<file path="src/rtl/freq_meas_sequencer_if.sv">
// Handshake bundle between the host command FIFO and freq_meas_sequencer.
//   cmd_valid/cmd_ready  command offer/accept (cmd_chan, cmd_ncycles)
//   res_valid/res_ready  result offer/accept  (res_chan, res_count, res_err)
// master = host side, slave = sequencer side.
interface freq_meas_sequencer_if #(
    parameter int DATA_WIDTH = 16,
    parameter int CH_W       = 2
) ();
    logic                  cmd_valid;
    logic                  cmd_ready;
    logic [CH_W-1:0]       cmd_chan;
    logic [DATA_WIDTH-1:0] cmd_ncycles;
    logic                  res_valid;
    logic                  res_ready;
    logic [CH_W-1:0]       res_chan;
    logic [DATA_WIDTH-1:0] res_count;
    logic                  res_err;

    modport master (
        output cmd_valid, cmd_chan, cmd_ncycles, res_ready,
        input  cmd_ready, res_valid, res_chan, res_count, res_err
    );

    modport slave (
        input  cmd_valid, cmd_chan, cmd_ncycles, res_ready,
        output cmd_ready, res_valid, res_chan, res_count, res_err
    );
endinterface

</file>
<file path="src/rtl/freq_meas_sequencer.sv">
// Sequences one shared frequency-measurement counter across N_CHAN DUT pins.
// A command (channel, window length) selects a pin, waits for the counter's
// input synchronizer to flush, pulses the counter enable, waits for done and
// returns the number of rising edges seen in the window.
// Ports:
//   Clock, nReset      system clock, asynchronous active-low reset
//   bus (slave)        command / result valid-ready handshakes
//   busy               sequencer not idle
//   sig_in             raw DUT pins
//   meas_wave          selected pin to counter in_wave (registered select)
//   meas_enable        one-cycle counter start pulse
//   meas_ncycles       window length to the counter, held for the operation
//   meas_done          counter done flag
//   meas_edge_count    counter free-running edge total
module freq_meas_sequencer #(
    parameter int DATA_WIDTH    = 16,
    parameter int N_CHAN        = 4,
    parameter int CH_W          = 2,
    parameter int SETTLE_CYCLES = 4,
    parameter int DRAIN_CYCLES  = 2,
    parameter int WD_MARGIN     = 8
) (
    input  logic                  Clock,
    input  logic                  nReset,
    freq_meas_sequencer_if.slave  bus,
    output logic                  busy,
    input  logic [N_CHAN-1:0]     sig_in,
    output logic                  meas_wave,
    output logic                  meas_enable,
    output logic [DATA_WIDTH-1:0] meas_ncycles,
    input  logic                  meas_done,
    input  logic [DATA_WIDTH-1:0] meas_edge_count
);
    localparam logic [2:0] S_IDLE   = 3'd0;
    localparam logic [2:0] S_SETTLE = 3'd1;
    localparam logic [2:0] S_ARM    = 3'd2;
    localparam logic [2:0] S_RUN    = 3'd3;
    localparam logic [2:0] S_DRAIN  = 3'd4;
    localparam logic [2:0] S_RESULT = 3'd5;

    // Every encodable channel index gets a legality bit, so the range check
    // is a table lookup that stays valid when N_CHAN == 2**CH_W.
    localparam int NSEL = 1 << CH_W;
    localparam logic [NSEL-1:0] CHAN_OK = NSEL'((64'd1 << N_CHAN) - 64'd1);

    localparam int TMAX = (SETTLE_CYCLES > DRAIN_CYCLES) ? SETTLE_CYCLES : DRAIN_CYCLES;
    localparam int TW   = $clog2(TMAX + 1);

    logic [2:0]            state;
    logic [TW-1:0]         timer;
    logic [CH_W-1:0]       sel_q;
    logic [DATA_WIDTH-1:0] base;
    logic [DATA_WIDTH:0]   wd;
    logic [DATA_WIDTH:0]   wd_next;
    logic [DATA_WIDTH:0]   wd_limit;
    logic                  timer_last;
    logic [NSEL-1:0]       sig_ext;

    // Pad the pin vector to the full select range; unused selects read 0.
    for (genvar g = 0; g < NSEL; g++) begin : g_pad
        if (g < N_CHAN) begin : g_pin
            assign sig_ext[g] = sig_in[g];
        end else begin : g_zero
            assign sig_ext[g] = 1'b0;
        end
    end

    assign meas_wave     = sig_ext[sel_q];
    assign bus.cmd_ready = (state == S_IDLE);
    assign bus.res_valid = (state == S_RESULT);
    assign busy          = (state != S_IDLE);

    // Extra bit so ncycles + margin never wraps.
    assign wd_limit   = {1'b0, meas_ncycles} + (DATA_WIDTH+1)'(WD_MARGIN);
    assign wd_next    = wd + (DATA_WIDTH+1)'(1);
    assign timer_last = (timer <= TW'(1));

    always_ff @(posedge Clock or negedge nReset) begin
        if (!nReset) begin
            state         <= S_IDLE;
            timer         <= '0;
            sel_q         <= '0;
            base          <= '0;
            wd            <= '0;
            meas_enable   <= 1'b0;
            meas_ncycles  <= '0;
            bus.res_chan  <= '0;
            bus.res_count <= '0;
            bus.res_err   <= 1'b0;
        end else begin
            meas_enable <= 1'b0;
            case (state)
                S_IDLE: begin
                    if (bus.cmd_valid) begin
                        sel_q        <= bus.cmd_chan;
                        meas_ncycles <= bus.cmd_ncycles;
                        if (bus.cmd_ncycles == '0 || !CHAN_OK[bus.cmd_chan]) begin
                            bus.res_chan  <= bus.cmd_chan;
                            bus.res_count <= '0;
                            bus.res_err   <= 1'b1;
                            state         <= S_RESULT;
                        end else begin
                            timer <= TW'(SETTLE_CYCLES);
                            state <= S_SETTLE;
                        end
                    end
                end
                S_SETTLE: begin
                    if (timer_last) begin
                        // Registered, so the pulse lines up with the ARM cycle.
                        meas_enable <= 1'b1;
                        state       <= S_ARM;
                    end else begin
                        timer <= timer - TW'(1);
                    end
                end
                S_ARM: begin
                    base  <= meas_edge_count;
                    wd    <= '0;
                    state <= S_RUN;
                end
                S_RUN: begin
                    // wd == 0 only in the first RUN cycle; a done left over
                    // from the previous window is ignored there.
                    if (meas_done && wd != '0) begin
                        timer <= TW'(DRAIN_CYCLES);
                        state <= S_DRAIN;
                    end else if (wd_next >= wd_limit) begin
                        bus.res_chan  <= sel_q;
                        bus.res_count <= '0;
                        bus.res_err   <= 1'b1;
                        state         <= S_RESULT;
                    end else begin
                        wd <= wd_next;
                    end
                end
                S_DRAIN: begin
                    if (timer_last) begin
                        // Modular difference is correct across counter wrap.
                        bus.res_chan  <= sel_q;
                        bus.res_count <= meas_edge_count - base;
                        bus.res_err   <= 1'b0;
                        state         <= S_RESULT;
                    end else begin
                        timer <= timer - TW'(1);
                    end
                end
                S_RESULT: begin
                    if (bus.res_ready) state <= S_IDLE;
                end
                default: state <= S_IDLE;
            endcase
        end
    end
endmodule
</file>
<file path="src/flat_wrapper.sv">
// flat-port wrapper written by rule: the top's interface ports become plain ports
module freq_meas_sequencer_flat 
#(
    parameter int DATA_WIDTH    = 16,
    parameter int N_CHAN        = 4,
    parameter int CH_W          = 2,
    parameter int SETTLE_CYCLES = 4,
    parameter int DRAIN_CYCLES  = 2,
    parameter int WD_MARGIN     = 8
)
  (Clock, nReset, busy, sig_in, meas_wave, meas_enable, meas_ncycles, meas_done, meas_edge_count, bus_cmd_valid, bus_cmd_chan, bus_cmd_ncycles, bus_res_ready, bus_cmd_ready, bus_res_valid, bus_res_chan, bus_res_count, bus_res_err);
  freq_meas_sequencer_if #(.DATA_WIDTH(DATA_WIDTH), .CH_W(CH_W)) bus_i ();
  input  logic Clock;
  input  logic nReset;
  output logic busy;
  input  logic [N_CHAN-1:0] sig_in;
  output logic meas_wave;
  output logic meas_enable;
  output logic [DATA_WIDTH-1:0] meas_ncycles;
  input  logic meas_done;
  input  logic [DATA_WIDTH-1:0] meas_edge_count;
  input wire logic [$bits(bus_i.cmd_valid)-1:0] bus_cmd_valid;
  input wire logic [$bits(bus_i.cmd_chan)-1:0] bus_cmd_chan;
  input wire logic [$bits(bus_i.cmd_ncycles)-1:0] bus_cmd_ncycles;
  input wire logic [$bits(bus_i.res_ready)-1:0] bus_res_ready;
  output wire logic [$bits(bus_i.cmd_ready)-1:0] bus_cmd_ready;
  output wire logic [$bits(bus_i.res_valid)-1:0] bus_res_valid;
  output wire logic [$bits(bus_i.res_chan)-1:0] bus_res_chan;
  output wire logic [$bits(bus_i.res_count)-1:0] bus_res_count;
  output wire logic [$bits(bus_i.res_err)-1:0] bus_res_err;
  assign bus_i.cmd_valid = bus_cmd_valid;
  assign bus_i.cmd_chan = bus_cmd_chan;
  assign bus_i.cmd_ncycles = bus_cmd_ncycles;
  assign bus_i.res_ready = bus_res_ready;
  assign bus_cmd_ready = bus_i.cmd_ready;
  assign bus_res_valid = bus_i.res_valid;
  assign bus_res_chan = bus_i.res_chan;
  assign bus_res_count = bus_i.res_count;
  assign bus_res_err = bus_i.res_err;
  freq_meas_sequencer #(.DATA_WIDTH(DATA_WIDTH), .N_CHAN(N_CHAN), .CH_W(CH_W), .SETTLE_CYCLES(SETTLE_CYCLES), .DRAIN_CYCLES(DRAIN_CYCLES), .WD_MARGIN(WD_MARGIN)) u_core (.Clock(Clock), .nReset(nReset), .bus(bus_i), .busy(busy), .sig_in(sig_in), .meas_wave(meas_wave), .meas_enable(meas_enable), .meas_ncycles(meas_ncycles), .meas_done(meas_done), .meas_edge_count(meas_edge_count));
endmodule
</file>
<file path="config.mk">
export PLATFORM = sky130hd
export DESIGN_NAME = freq_meas_sequencer_flat
export DESIGN_NICKNAME = d
export VERILOG_FILES = /design/src/rtl/freq_meas_sequencer_if.sv /design/src/rtl/freq_meas_sequencer.sv /design/src/flat_wrapper.sv
export SDC_FILE = /design/constraint.sdc
export NUM_CORES = 1
export LEC_CHECK = 0
export CELL_PAD_IN_SITES_DETAIL_PLACEMENT = 1
export CELL_PAD_IN_SITES_GLOBAL_PLACEMENT = 1
export CORE_ASPECT_RATIO = 1.5
export CORE_MARGIN = 5
export CORE_UTILIZATION = 45
export CTS_BUF_LIST = sky130_fd_sc_hd__clkbuf_4 sky130_fd_sc_hd__clkbuf_8 sky130_fd_sc_hd__clkbuf_16
export DETAILED_ROUTE_END_ITERATION = 12
export PLACE_DENSITY = 0.93
export RECOVER_POWER = 25
export SLEW_MARGIN = 20
export SYNTH_ARGS = -nofsm -noshare
export SYNTH_HDL_FRONTEND = slang
export SYNTH_SLANG_ARGS = --single-unit
</file>
<file path="constraint.sdc">
create_clock -name Clock -period 7.4 [get_ports Clock]
set_input_delay 1.48 -clock Clock [delete_from_list [all_inputs] [get_ports Clock]]
set_output_delay 1.48 -clock Clock [all_outputs]
set_load 0.05 [all_outputs]
</file>
# --- Yosys cells after proc, flatten, opt, wreduce, memory -nomap -nowiden ---
# Cells that the tools add are included.
classes:
  div: 0
  bitwise_logic: 0
  n_reduce_logical: 16
  multipliers: 0
  magnitude_cmp: 4
  mux: 40
  n_addsub: 4
  n_eq_ne: 17
  n_shift: 0
op_table:
  columns: ["operator", "n"]
  rows:
  - ["16-bit two-way mux", 5]
  - ["16-bit one-hot mux with 3 select lines", 1]
  - ["17-bit two-way mux", 2]
  - ["17-bit one-hot mux with 2 select lines", 1]
  - ["3-bit two-way mux", 11]
  - ["3-bit one-hot mux with 6 select lines", 1]
  - ["16-bit by 4-bit adder with 17-bit output, second input constant", 1]
  - ["17-bit by 1-bit adder with 17-bit output, second input constant", 1]
  - ["17-bit greater-or-equal comparator", 1]
  - ["17-bit nonzero test", 1]
  - ["16-bit logical NOT", 1]
  - ["16-bit subtractor", 1]
  - ["2-bit != test, second input constant", 6]
  - ["2-bit two-way mux", 5]
  - ["2-bit by 1-bit != test with 1-bit output, second input constant", 5]
  - ["5-bit AND reduction", 2]
  - ["1-bit two-way mux", 9]
  - ["3-bit one-hot mux with 3 select lines", 1]
  - ["3-bit nonzero test", 3]
  - ["3-bit by 2-bit equality test with 1-bit output, second input constant", 2]
  - ["3-bit equality test, second input constant", 2]
  - ["2-bit by 3-bit less-than comparator with 1-bit output, second input constant", 2]
  - ["2-bit one-hot mux with 3 select lines", 1]
  - ["6-bit AND reduction", 1]
  - ["14 further kinds", 15]
word_totals:
  mem_bits_rw: 0
  word_cells: 91
  memories: 0
  output_inout_bits: 40
  rom_bits: 0
  input_bits: 43
  ff_bits: 77
  latch_bits: 0

# --- Logic depth before layout (Yosys ltp) ---
depth:
  depth_word: 7
  depth_mapped: 15
  mapped_depth_nobuf: 12

# --- Least setup slack after synthesis ---
# OpenSTA, ideal clock, no wires.
synth_path:
  path_type: "input-to-output"
  from: "input port sig_in[3]"
  to: "output port meas_wave"
  arrival_ns: 2.093
  path_buffers: 0
  t_required_ns: 5.920
  cell_stages: 1
  setup_slack_ns: 3.827
  path_cell_list: "mux4_2"
synth_between:
  elab_chain_len: 2
synth_rtl:
  columns: ["item", "line_no", "text"]
  rows:
  - ["start: declaration", "flat_wrapper.sv:16", "input logic [N_CHAN-1:0] sig_in;"]
  - ["1-bit binary-select mux with 2-bit select", "freq_meas_sequencer.sv:68", "assign meas_wave = sig_ext[sel_q];"]
  - ["1-bit two-way mux (not written as such)", "freq_meas_sequencer.sv:68", null]
  - ["end: declaration", "flat_wrapper.sv:17", "output logic meas_wave;"]
# No other way between the ends. The select of a mux whose other input is x is not followed.

# --- Final worst setup path ---
# Ends and elaborated chain as after synthesis.

==> results.tsv <==
stage	metric	value	unit
place	dp.cells	749	
die	die_height	140	um
clock_tree	cts_tree	built	
power	vdd_drop_max	0.239	mV
power	power-per-cell-area	465	mW/mm2
power	power.leakage	2.78	nW
place	gp_congestion	0.828	
place	place_area	0.00597	mm2
finish	final_layout_size_suffix_gt1_share	9.71	%
clock_tree	clk_latency	0.35	ns
job	maxCapViolCount	0	
timing	relSlewSlack	28.2	%
timing	final.period_utilization	61.1	%
drt	viasPerCell	6.13	
timing	min_period	4.52	ns
die	rows	47	
finish	regArea	0.00193	mm2
grt	grt-ovfl-total	0	
clock_tree	cts_buffers	9	
timing	final-hold-violation-count	0	
finish	multi_input_area	0.00291	mm2
critical_path	crit_buf_inv	2	
critical_path	critPathSlowestCell	clkdlybuf4s50_1	
drt	route.detailed.drc	0	
die	io_pins	83	
logic_synthesis	ys_seq_elements	77	
logic_synthesis	synth_top_cell_by_area	dfrtp_1	
critical_path	rr_worst_depth	12	
critical_path	rr_endpoint	u_core.bus.res_count[11]	
outcome	status	finished, final reports clean	
critical_path	cp.depth	3	
drt	routed_wl	17100	um
clock_tree	htree_num_levels	3	
logic_synthesis	ys_top_cells_by_area	dfrtp_1 38%, ha_1 9.1%, o21ai_0 5.0%, nand2_1 3.9%, mux2_2 3.6%	
critical_path	crit_path_frequent_cell	clkdlybuf4s50_1	
logic_synthesis	synthSimpleGateAreaFrac	17.0	%
finish	fin_nets	694	
logic_synthesis	synthCells	541	
logic_synthesis	synth_top_area_share	38.0	%
drt	wl_per_cell	22.4	um
finish	design_area	0.00632	mm2
drt	drtIter0Drc	280	
clock_tree	root_buffer	clkbuf_16	
clock_tree	ctsResizeCount	0	
die	initial_core_util	45.9	%
grt	track_usage	25.4	%
critical_path	crit_start	sig_in[3]	
critical_path	critPathMaxFanout	1	
logic_synthesis	ys_seq_area_share	38.0	%
finish	n_fill_cell	1253	
timing	setup_viol	0	
critical_path	crit_path_max_incr_delay	0.72	ns
drt	ant_nets	0	
logic_synthesis	syn_avg_cell_area	9.37	um2
clock_tree	postCtsSetupBuffers	0	
critical_path	crit_type	input pin to output pin	
drt	firstDrtPassIters	4	
logic_synthesis	muxShareOfSynthArea	4.59	%
logic_synthesis	synth.most_common_cell	dfrtp_1	
grt	antenna_found_initial	0	
finish	antenna_cells	0	
grt	grt_max_degree	78	
clock_tree	cts.clk_slew.worst_paths	0.06	ns
critical_path	cp.arrival	3.04	ns
timing	rsz0062_at_grt	no	
critical_path	critPathLaunchType	input pin	
logic_synthesis	synthFlopType	dfrtp_1	
die	die_area	0.0135	mm2
timing	tightest_slew	1.07	ns
logic_synthesis	synth_fa_ha_area_share	9.52	%
die	core_area	0.0111	mm2
logic_synthesis	yosys_warnings	0	
logic_synthesis	synth-xor-area-share	6.22	%
place	hpwl	12000	um
drt	route.vias.total	4690	
critical_path	crit_path_end_kind	output pin	
critical_path	timing.rr.start	u_core.wd[0]	
logic_synthesis	async_flop_share	100	%
worst_hold_path	hold_path.class	flop to flop	
logic_synthesis	synth_top_family_by_area	compound AO/OA/AOI/OAI gates	
logic_synthesis	synth-edff-count	0	
critical_path	endpoint	meas_wave	
logic_synthesis	synth_compound_area_share	20.1	%
critical_path	required	5.92	ns
critical_path	cp_cell_sequence	clkdlybuf4s50_1 -> mux4_2 -> clkdlybuf4s50_1	
logic_synthesis	synth_commonest_cells	77 x dfrtp_1, 53 x nand2_1, 51 x o21ai_0	
timing	final-max-slew-violation-count	0	
critical_path	rrSetupSlack	3.00	ns
logic_synthesis	synth_cell_types	68	
critical_path	cp_top_family	buffers and inverters	
clock_tree	cts.sinks	77	
clock_tree	cts_hold_buf	0	
finish	synthToLayoutAreaGrowth	24.6	%
die	fp.dieW	96.7	um
power	finalPower	2.94	mW
timing	setup_tns	0	ns
grt	grt_pass1_wl	27800	um
logic_synthesis	syn_area	0.00507	mm2
place	portBuffers	82	
timing	timing.fmax	0.221	GHz
logic_synthesis	syn_nets	622	
grt	grt_pass1_vias	5374	
clock_tree	clock_path_buffers	2	
finish	final_cells	765	
timing	skew	0.0124	ns
## routing by layer
layer | share of wire (%) | wire [um] | vias to the layer above | track usage [%]
li1 | - | - | 2099 | -
met3 | 3.1 | 528 | 63 | 4.33
met1 | 36 | 6200 | 2397 | 25.4
met2 | 56 | 9620 | 131 | 49.5
met5 | 0 | 0 | - | 0
met4 | 4.5 | 779 | 0 | 12.7
## through the flow
step                hold slack [ns]  util (%)  setup WS [ns]
floorplan                     0.454         -           3.83
global placement              0.477      54.0           2.88
detailed placement            0.501      54.0           2.87
CTS                           0.520      57.1           2.86
global route                  0.540      57.2           2.82
finish                        0.517      57.2           2.88
## registers in the layout, indices dropped and copies added (netlist names)
name	cells
u_core.bus.res_err	1
u_core.wd	17
u_core.meas_enable	1
u_core.timer	3
u_core.sel_q	2
u_core.meas_ncycles	16
u_core.bus.res_chan	2
u_core.state	3
u_core.bus.res_count	16
u_core.base	16
## cell usage in the layout, fill, tap and decap left out, types with 3 or more instances in the layout
cell / instances
clkdlybuf4s50_1: 81
dfrtp_1: 77
nand2_1: 53
o21ai_0: 51
ha_1: 37
inv_1: 28
nand3_1: 25
a21oi_1: 24
nor2_1: 21
xor2_1: 20
xnor2_1: 16
mux2_2: 16
a21o_1: 13
and3_1: 9
nand2b_1: 9
clkbuf_16: 9
nand4_1: 8
o31ai_1: 7
nor3_1: 7
o211ai_1: 5
nor4_1: 5
o31ai_2: 5
a22o_1: 5
or3_1: 4
and2_1: 4
a211oi_1: 4
o21ai_1: 4
o21a_1: 4
a31oi_1: 4
nand2_2: 3
nor2b_1: 3
a221oi_1: 3
mux2i_1: 3
clkbuf_8: 3
## cells by family (layout without fill, tap and decap cells)
family | count (synthesis) | in the layout
and+or+nand+nor | 166 | 166
AOI/OAI and AO/OA | 151 | 151
DFF | 77 | 77
buffers and inverters | 53 | 130
adders and majority gates | 38 | 38
xor gates and xnor gates | 36 | 36
muxes | 20 | 20
## power breakdown
part           internal (mW)  switching [mW]  leakage (nW)
sequential             0.581           0.174         0.973
combinational          0.609            1.06          1.64
clock                  0.325           0.188         0.169
## how the worst min path moves through the flow
| stage | slack [ns] | depth (start not counted) | start | endpoint |
|---|---|---|---|---|
| 2_1_floorplan | 0.45 | 2 | u_core.base[0] | u_core.base[0] |
| 3_3_place_gp | 0.48 | 2 | u_core.base[0] | u_core.base[0] |
| 3_5_place_dp | 0.50 | 1 | u_core.bus.res_count[13] | u_core.bus.res_count[13] |
| 4_1_cts | 0.52 | 1 | u_core.bus.res_count[13] | u_core.bus.res_count[13] |
| 5_1_grt | 0.54 | 1 | u_core.bus.res_count[12] | u_core.bus.res_count[12] |
| 6_report | 0.52 | 1 | u_core.bus.res_count[13] | u_core.bus.res_count[13] |
## cell type report
cell class,count,area share [%]
inverters,30,1.82
clock buffers,12,4.22
repair buffers,84,13.2
clock inverters,4,1.23
well taps,147,2.91
multi-input cells,411,46.1
flip-flops and latches,77,30.5
No activity file was read; power rests on OpenSTA's default activity.
